===== config.mk =====
export PLATFORM = sky130hd
export DESIGN_NAME = muldiv_unit
export DESIGN_NICKNAME = d
export VERILOG_FILES = /design/src/rtl/muldiv_unit.sv
export SDC_FILE = /design/constraint.sdc
export NUM_CORES = 1
export LEC_CHECK = 0
export BUFFER_PORTS_ARGS = -buffer_cell sky130_fd_sc_hd__buf_2
export CAP_MARGIN = 5
export CORE_UTILIZATION = 50
export DETAILED_ROUTE_END_ITERATION = 12
export HOLD_SLACK_MARGIN = 0.08
export PLACE_DENSITY = 0.71
export SYNTH_ARGS = -nofsm -noshare
export SYNTH_HDL_FRONTEND = slang
export SYNTH_SLANG_ARGS = --single-unit

===== constraint.sdc =====
create_clock -name clk -period 3.3 [get_ports clk]
set_input_delay 0.495 -clock clk [delete_from_list [all_inputs] [get_ports clk]]
set_output_delay 0.495 -clock clk [all_outputs]
set_load 0.05 [all_outputs]

===== src/rtl/muldiv_unit.sv =====
// Iterative RV32M multiply/divide unit.
// Radix-2 shift-add multiply and restoring divide with a final sign-fix cycle.
module muldiv_unit #(
    parameter int XLEN = 32
) (
    input  logic            clk,
    input  logic            rst_n,
    input  logic            start,
    input  logic [5:0]      alu_sel,
    input  logic [XLEN-1:0] op_a,
    input  logic [XLEN-1:0] op_b,
    output logic            busy,
    output logic            done,
    output logic [XLEN-1:0] result
);

    localparam logic [5:0] LAST = 6'(XLEN - 1);
    localparam logic [XLEN-1:0] SMIN = {1'b1, {(XLEN-1){1'b0}}};

    typedef enum logic [1:0] {
        IDLE,
        CALC,
        FIX,
        DONE
    } state_t;

    state_t state_q;
    state_t state_d;

    logic [2:0]      op_q;
    logic            neg_q;
    logic            rneg_q;
    logic [XLEN-1:0] hi_q;
    logic [XLEN-1:0] lo_q;
    logic [XLEN-1:0] dvs_q;
    logic [5:0]      cnt_q;

    logic [2:0]      op_n;
    logic            is_div;
    logic            a_sgn;
    logic            b_sgn;
    logic            sa;
    logic            sb;
    logic [XLEN-1:0] a_mag;
    logic [XLEN-1:0] b_mag;
    logic            accept;
    logic            div_zero;
    logic            ovf;
    logic            special;
    logic [XLEN-1:0] spec_val;

    assign op_n   = alu_sel[5:3];
    assign is_div = op_n[2];
    assign accept = (state_q == IDLE) && start && (alu_sel[2:0] == 3'b001);

    always_comb begin
        a_sgn = 1'b0;
        b_sgn = 1'b0;
        unique case (op_n)
            3'd1: begin
                a_sgn = 1'b1;
                b_sgn = 1'b1;
            end
            3'd2: a_sgn = 1'b1;
            3'd4, 3'd6: begin
                a_sgn = 1'b1;
                b_sgn = 1'b1;
            end
            default: ;
        endcase
    end

    assign sa    = a_sgn & op_a[XLEN-1];
    assign sb    = b_sgn & op_b[XLEN-1];
    assign a_mag = sa ? -op_a : op_a;
    assign b_mag = sb ? -op_b : op_b;

    assign div_zero = is_div && (op_b == '0);
    assign ovf      = is_div && !op_n[0] && (op_a == SMIN) && (op_b == '1);
    assign special  = div_zero | ovf;

    // REM/REMU have op_n[1] set; DIV/DIVU clear.
    always_comb begin
        spec_val = '0;
        unique case (1'b1)
            div_zero && !op_n[1]: spec_val = '1;
            div_zero && op_n[1]:  spec_val = op_a;
            !div_zero && !op_n[1]: spec_val = SMIN;
            default:              spec_val = '0;
        endcase
    end

    // One iteration of either datapath.
    logic [XLEN:0]   msum;
    logic [XLEN:0]   dsh;
    logic            dge;
    logic [XLEN-1:0] hi_n;
    logic [XLEN-1:0] lo_n;

    assign msum = {1'b0, hi_q} + (lo_q[0] ? {1'b0, dvs_q} : '0);
    assign dsh  = {hi_q, lo_q[XLEN-1]};
    assign dge  = dsh >= {1'b0, dvs_q};

    always_comb begin
        hi_n = '0;
        lo_n = '0;
        if (op_q[2]) begin
            hi_n = dge ? XLEN'(dsh - {1'b0, dvs_q}) : dsh[XLEN-1:0];
            lo_n = {lo_q[XLEN-2:0], dge};
        end else begin
            hi_n = msum[XLEN:1];
            lo_n = {msum[0], lo_q[XLEN-1:1]};
        end
    end

    logic [2*XLEN-1:0] prod;
    logic [2*XLEN-1:0] prod_s;
    logic [XLEN-1:0]   quo;
    logic [XLEN-1:0]   rem;
    logic [XLEN-1:0]   fix_val;

    assign prod   = {hi_q, lo_q};
    assign prod_s = neg_q ? -prod : prod;
    assign quo    = neg_q ? -lo_q : lo_q;
    assign rem    = rneg_q ? -hi_q : hi_q;

    always_comb begin
        fix_val = '0;
        unique case (1'b1)
            !op_q[2] && (op_q[1:0] == 2'd0): fix_val = prod_s[XLEN-1:0];
            !op_q[2] && (op_q[1:0] != 2'd0): fix_val = prod_s[2*XLEN-1:XLEN];
            op_q[2] && !op_q[1]:             fix_val = quo;
            default:                         fix_val = rem;
        endcase
    end

    always_comb begin
        state_d = state_q;
        unique case (state_q)
            IDLE: if (accept) state_d = special ? DONE : CALC;
            CALC: if (cnt_q == LAST) state_d = FIX;
            FIX:  state_d = DONE;
            DONE: state_d = IDLE;
            default: state_d = IDLE;
        endcase
    end

    always_ff @(posedge clk or negedge rst_n) begin
        if (!rst_n) begin
            state_q <= IDLE;
        end else begin
            state_q <= state_d;
        end
    end

    always_ff @(posedge clk or negedge rst_n) begin
        if (!rst_n) begin
            op_q   <= '0;
            neg_q  <= 1'b0;
            rneg_q <= 1'b0;
            hi_q   <= '0;
            lo_q   <= '0;
            dvs_q  <= '0;
            cnt_q  <= '0;
            result <= '0;
        end else if (accept) begin
            op_q   <= op_n;
            neg_q  <= sa ^ sb;
            rneg_q <= sa;
            hi_q   <= '0;
            lo_q   <= is_div ? a_mag : b_mag;
            dvs_q  <= is_div ? b_mag : a_mag;
            cnt_q  <= '0;
            if (special) begin
                result <= spec_val;
            end
        end else if (state_q == CALC) begin
            hi_q  <= hi_n;
            lo_q  <= lo_n;
            cnt_q <= cnt_q + 6'd1;
        end else if (state_q == FIX) begin
            result <= fix_val;
        end
    end

    assign busy = (state_q != IDLE);
    assign done = (state_q == DONE);

endmodule


== Word level (Yosys, flattened, before mapping) ==
Cells that the tools add are included.

* Flip-flop bits (word level): 141
* Input bits: 73
* Logic and storage cells: 94

* $add $sub $neg: 8
* $lt $le $gt $ge: 1
* Equality and inequality tests: 15
* Mux-type cells: 29
* Bitwise logic cells: 4
* Reductions and logical operators: 28

{| class="wikitable"
|+ Operators by type and width
! kind !! number
|-
| 32-bit 2-to-1 mux || 18
|-
| 32-bit one-hot mux with 3 select lines || 2
|-
| 32-bit negation || 4
|-
| 32-bit == test, second input constant || 2
|-
| 64-bit 2-to-1 mux || 1
|-
| 64-bit negation || 1
|-
| 32-bit by 32-bit adder with 33-bit output || 1
|-
| 33-bit by 32-bit greater-or-equal comparator with 1-bit output || 1
|-
| 32-bit logical NOT || 1
|-
| 32-bit subtractor || 1
|-
| 1-bit logical AND || 12
|-
| 6-bit 2-to-1 mux || 2
|-
| 2-bit one-hot mux with 4 select lines || 1
|-
| 2-bit nonzero test || 4
|-
| 6-bit by 1-bit adder with 6-bit output, second input constant || 1
|-
| 3-bit by 1-bit == test with 1-bit output, second input constant || 2
|-
| 3-bit == test, second input constant || 2
|-
| 6-bit by 5-bit == test with 1-bit output, second input constant || 1
|-
| 2-bit 2-to-1 mux || 3
|-
| 2-bit inequality test, second input constant || 3
|-
| 1-bit logical NOT || 5
|-
| 2-bit == test, second input constant || 2
|-
| 2-bit logical NOT || 2
|-
| 4-bit OR reduction || 1
|-
| 10 further kinds || 12
|}

== Longest topological paths before layout ==
* Depth in word-level cells: 8
* Depth in mapped cells: 15
* Mapped depth without buffers: 13

== Worst setup path before layout ==
No wires, ideal clock.

* Path kind: input to register
* Start point: input port op_b[0]
* End point: register result[7]
* Setup time: 0.088 ns
* Arrival time: 3.007 ns
* Data required time: 3.212 ns
* Setup slack: 0.205 ns
* Cell stages on the path: 14
* Buffers on the path: 3
* Cell sequence: inv_1 ha_1 or3b_2 nor4_2 nand3_1 nor4_4 o21bai_1 and2_1 buf_4 or2_1 buf_4 buf_6 nor2_1 a41oi_1

* Word-level cells in the longest chain between the ends: 7
* Elaborated cells on any way between the ends: 14
* Classes of those cells: eq/ne (2); mux (3); bitwise (1); reduce/logical (8)

{| class="wikitable"
|+ RTL lines
! what !! line !! RTL
|-
| start, declared || 11 || <nowiki>input logic [XLEN-1:0] op_b,</nowiki>
|-
| 32-bit logical NOT || 78 || <nowiki>assign div_zero = is_div && (op_b == '0);</nowiki>
|-
| 1-bit logical AND || 78 ||
|-
| 1-bit logical NOT || 88 || <nowiki>!div_zero && !op_n[1]: spec_val = SMIN;</nowiki>
|-
| 1-bit logical AND || 88 ||
|-
| 32-bit one-hot mux with 3 select lines || 85 || <nowiki>unique case (1'b1)</nowiki>
|-
| 32-bit 2-to-1 mux || 174 || <nowiki>if (special) begin</nowiki>
|-
| 32-bit 2-to-1 mux || 166 || <nowiki>end else if (accept) begin</nowiki>
|-
| end signal, assigned || 175 || <nowiki>result <= spec_val;</nowiki>
|-
| end signal, assigned || 182 || <nowiki>result <= fix_val;</nowiki>
|-
| end, declared || 14 || <nowiki>output logic [XLEN-1:0] result</nowiki>
|}

Parallel ways exist; a longest one is shown, timed or not. The select of a mux whose other input is x is not followed.
A chain may end at the register's enable or synchronous reset.

== Worst setup path after layout ==
* Start point: register lo_q[0]
* End point: register hi_q[14]

* Word-level cells in the longest chain between the ends: 5

{| class="wikitable"
|+ RTL lines
! what !! line !! RTL
|-
| start, declared || 34 || <nowiki>logic [XLEN-1:0] lo_q;</nowiki>
|-
| start signal, assigned || 171 || <nowiki>lo_q <= is_div ? a_mag : b_mag;</nowiki>
|-
| start signal, assigned || 179 || <nowiki>lo_q <= lo_n;</nowiki>
|-
| 32-bit 2-to-1 mux || 100 || <nowiki>assign msum = {1'b0, hi_q} + (lo_q[0] ? {1'b0, dvs_q} : '0);</nowiki>
|-
| 32-bit by 32-bit adder with 33-bit output || 100 ||
|-
| 32-bit 2-to-1 mux || 107 || <nowiki>if (op_q[2]) begin</nowiki>
|-
| 32-bit 2-to-1 mux || 177 || <nowiki>end else if (state_q == CALC) begin</nowiki>
|-
| 32-bit 2-to-1 mux || 166 ||
|-
| end signal, assigned || 178 || <nowiki>hi_q <= hi_n;</nowiki>
|-
| end, declared || 33 || <nowiki>logic [XLEN-1:0] hi_q;</nowiki>
|}

Every way passes these cells. The select of a mux whose other input is x is not followed.

==> results.cfg <==
[clocking]
cts-root-buf = clkbuf_16
htreeDepth = 4
cts_buffers = 17
path_clk_slew_ns = 0.08
clk_latency_ns = 0.47
cts.sinks = 141
hold_buffers = 0
cts_buffer_depth = 2
cts_tree = yes

[critical_path]
rr_worst_depth = 14
path_max_fanout = 5
required_ns = 3.65
r2r_setup_slack_ns = 0.04
start_kind = flip-flop
r2r_end = hi_q[14]
worst-setup-path-type = flip-flop to flip-flop
cp.arrival_ns = 3.62
critPathCaptureType = flip-flop
r2r-start = lo_q[0]

[finish]
instances_no_fill = 2707
final_util_pct = 61.7
drive_above_1_share_pct = 20.2
n_fill_cell = 2762
fin_area_um2 = 18300
syn2layout_area_growth_pct = 20.7
nets = 2454

[logic_synthesis]
synth_compound_area_share_pct = 29.0
synthesis.instances = 2089
ys_ff_latch = 141
ys_warn_count = 0
ys_types = 86
synth_top_family_by_area = compound AO/OA/AOI/OAI gates
synth-async-reset-ratio_pct = 100
synth-simple-area-share_pct = 21.2
avgSynthCellArea_um2 = 7.27
synthMuxAreaShare_pct = 3.69
syn-num-nets = 2239
yosys.area_share.adder_pct = 6.45
synth_edf_count = 0
synth-main-ff-cell = dfrtp_1
netlist_area_um2 = 15200
synth-xor-area-share_pct = 10.2
yosysSeqAreaShare_pct = 23.2

[place]
placed_cells = 2670
io_buffers = 106
place.detailed.hpwl_mm = 51.6
placed_cell_area_um2 = 17500
place_congestion = 1.01

[pwr]
power_density_nw_per_um2 = 1090
leakage_uw = 0.00790
ir_drop_uv = 643

[grt]
grt_pass1_vias = 16161
grt.overflow.total = 0
grt_pass1_wl_mm = 97.3
grtUsageTotal_pct = 41.6
grt_max_degree = 114
antenna_found_initial = 0

[detailed_routing]
routed_via_density = 6.45
drc = 0
wl_mm = 65.0
vias = 17472
drtPass1Iterations = 6
drt_iter0_markers = 2302
ant_nets = 0
wl_per_cell_um = 24.0

[sta]
holdWs_ns = 0.0972
slew_headroom_pct = 19.1
fmax_mhz = 306
period_minus_slack_ns = 3.26
worst_slew_pin_slew_ns = 1.21
hold_violations = 0
slew_violations = 0
finalSetupViolations = 0
finClkSkew_ns = 0.0338
post-route-period-util_pct = 98.9
setup_tns_ns = 0

[status]
outcome = finished, final reports clean

[floorplanning]
die-area_um2 = 31100
pin_count = 107
row_count = 63
start_util_pct = 51.1
die_h_um = 176
core_area_um2 = 29700
die-width_um = 176

[min_path]
hp-class = input port to async pin

[run]
maxCapViolations = 0
-- synth_stat cells (23+ instances only) --
| cell type | number | area share, % |
|---|---|---|
| a31oi_1 | 27 | 1.1 |
| a21o_1 | 23 | 1.1 |
| ha_1 | 75 | 6.2 |
| dfrtp_1 | 141 | 23 |
| xnor2_1 | 98 | 5.7 |
| a211oi_1 | 25 | 1.2 |
| inv_1 | 74 | 1.8 |
| xor2_1 | 78 | 4.5 |
| nand2_1 | 221 | 5.5 |
| or3_1 | 28 | 1.2 |
| nor2_1 | 201 | 5.0 |
| nor3_1 | 48 | 1.6 |
| a21oi_1 | 194 | 6.4 |
| o21ai_0 | 238 | 7.8 |
| nand4_1 | 28 | 1.2 |
| mux2i_1 | 47 | 3.1 |
| clkbuf_1 | 144 | 3.6 |
| nand3_1 | 41 | 1.4 |
| o31ai_1 | 32 | 1.6 |
| o211ai_1 | 59 | 2.9 |
-- placed cells by master, fill, tap and decap left out, drive strengths merged, types with 5 or more instances in the layout --
cell,n
a211o,5
a211oi,25
a21o,23
a21oi,194
a2bb2oi,5
a31oi,27
and2,12
and3,8
buf,363
clkbuf,19
dfrtp,141
ha,75
inv,82
mux2,8
mux2i,47
nand2,221
nand2b,16
nand3,41
nand4,28
nor2,201
nor2b,9
nor3,48
nor4,18
o2111ai,10
o211ai,59
o21a,8
o21ai,240
o21bai,11
o221ai,11
o22ai,13
o31ai,33
o41ai,13
or2,8
or3,28
or4,19
xnor2,98
xor2,78
-- final cells by class --
class / instances / area [µm²] / share of cell area (%)
inverters: 76 / 285 / 1.56
multi-input cells: 1705 / 10900 / 59.2
clock buffers: 19 / 453 / 2.47
flip-flops and latches: 141 / 3530 / 19.3
well taps: 390 / 488 / 2.66
clock inverters: 12 / 150 / 0.819
repair buffers: 363 / 2560 / 14.0
diodes: 1 / 2.50 / 0.0137
-- worst max-delay path, cell delays in order (launching register included) --
cell and delay (ns):
dfrtp_2 0.44, buf_4 0.15, nand2_1 0.09, inv_1 0.05
ha_1 0.28, a211oi_1 0.46, o21ai_0 0.19, o2111ai_1 0.11
buf_4 0.21, nand2_1 0.12, a211oi_1 0.33, nor2_1 0.11
nor4_1 0.18, o31ai_1 0.14, a32o_1 0.28
-- how the worst max path moves through the flow --
stage,end,from,slack (ns),depth (start not counted)
floorplan,result[7],op_b[0],0.20,14
global placement,hi_q[29],lo_q[0],0.03,14
detailed placement,hi_q[27],lo_q[0],-0.07,14
CTS,hi_q[5],dvs_q[15],0.02,14
global route,hi_q[9],dvs_q[15],-0.03,14
finish,hi_q[14],lo_q[0],0.04,14
-- power by group --
group          switching [µW]  internal (µW)
logic                    8910           5830
registers                 667           2480
clock network             910           1170
total                   10500           9480
-- registers in the layout (all words and copies together), names as in the netlist --
name     flops
rneg_q       1
state_q      2
hi_q        32
cnt_q        6
neg_q        1
op_q         3
dvs_q       32
result      32
lo_q        32
-- through the flow --
step | total power, µW | setup WS [ns]
final | 20000 | 0.0364
after global routing | 21100 | -0.0267
after CTS | 19300 | 0.0177
after detailed placement | 17200 | -0.0682
after global placement | 17000 | 0.0266
after floorplan | 11900 | 0.205
-- per-layer routing --
layer	global-route usage [%]	share of wire, %
met4	22.2	6.1
met5	0	0
met3	9.07	9.4
met2	63.1	43
met1	55.2	41
-- timing repair --
action | 4_1_cts | 5_1_grt
buffers inserted | 0 | 6
cloned | 0 | 0
setup endpoints to repair | 5 | 34
gates resized for setup | 2 | 42
pin swaps | 0 | 11
-- cells by family (layout without fill, tap and decap cells) --
family | count (synthesis) | in the layout
other | 0 | 1
adders and majority gates | 77 | 77
AOI/OAI and AO/OA | 720 | 720
buffers and inverters | 243 | 470
and+or+nand+nor | 677 | 677
xor gates and xnor gates | 176 | 176
muxes | 55 | 55
DFF | 141 | 141
Power figures use the tool's default switching activity.
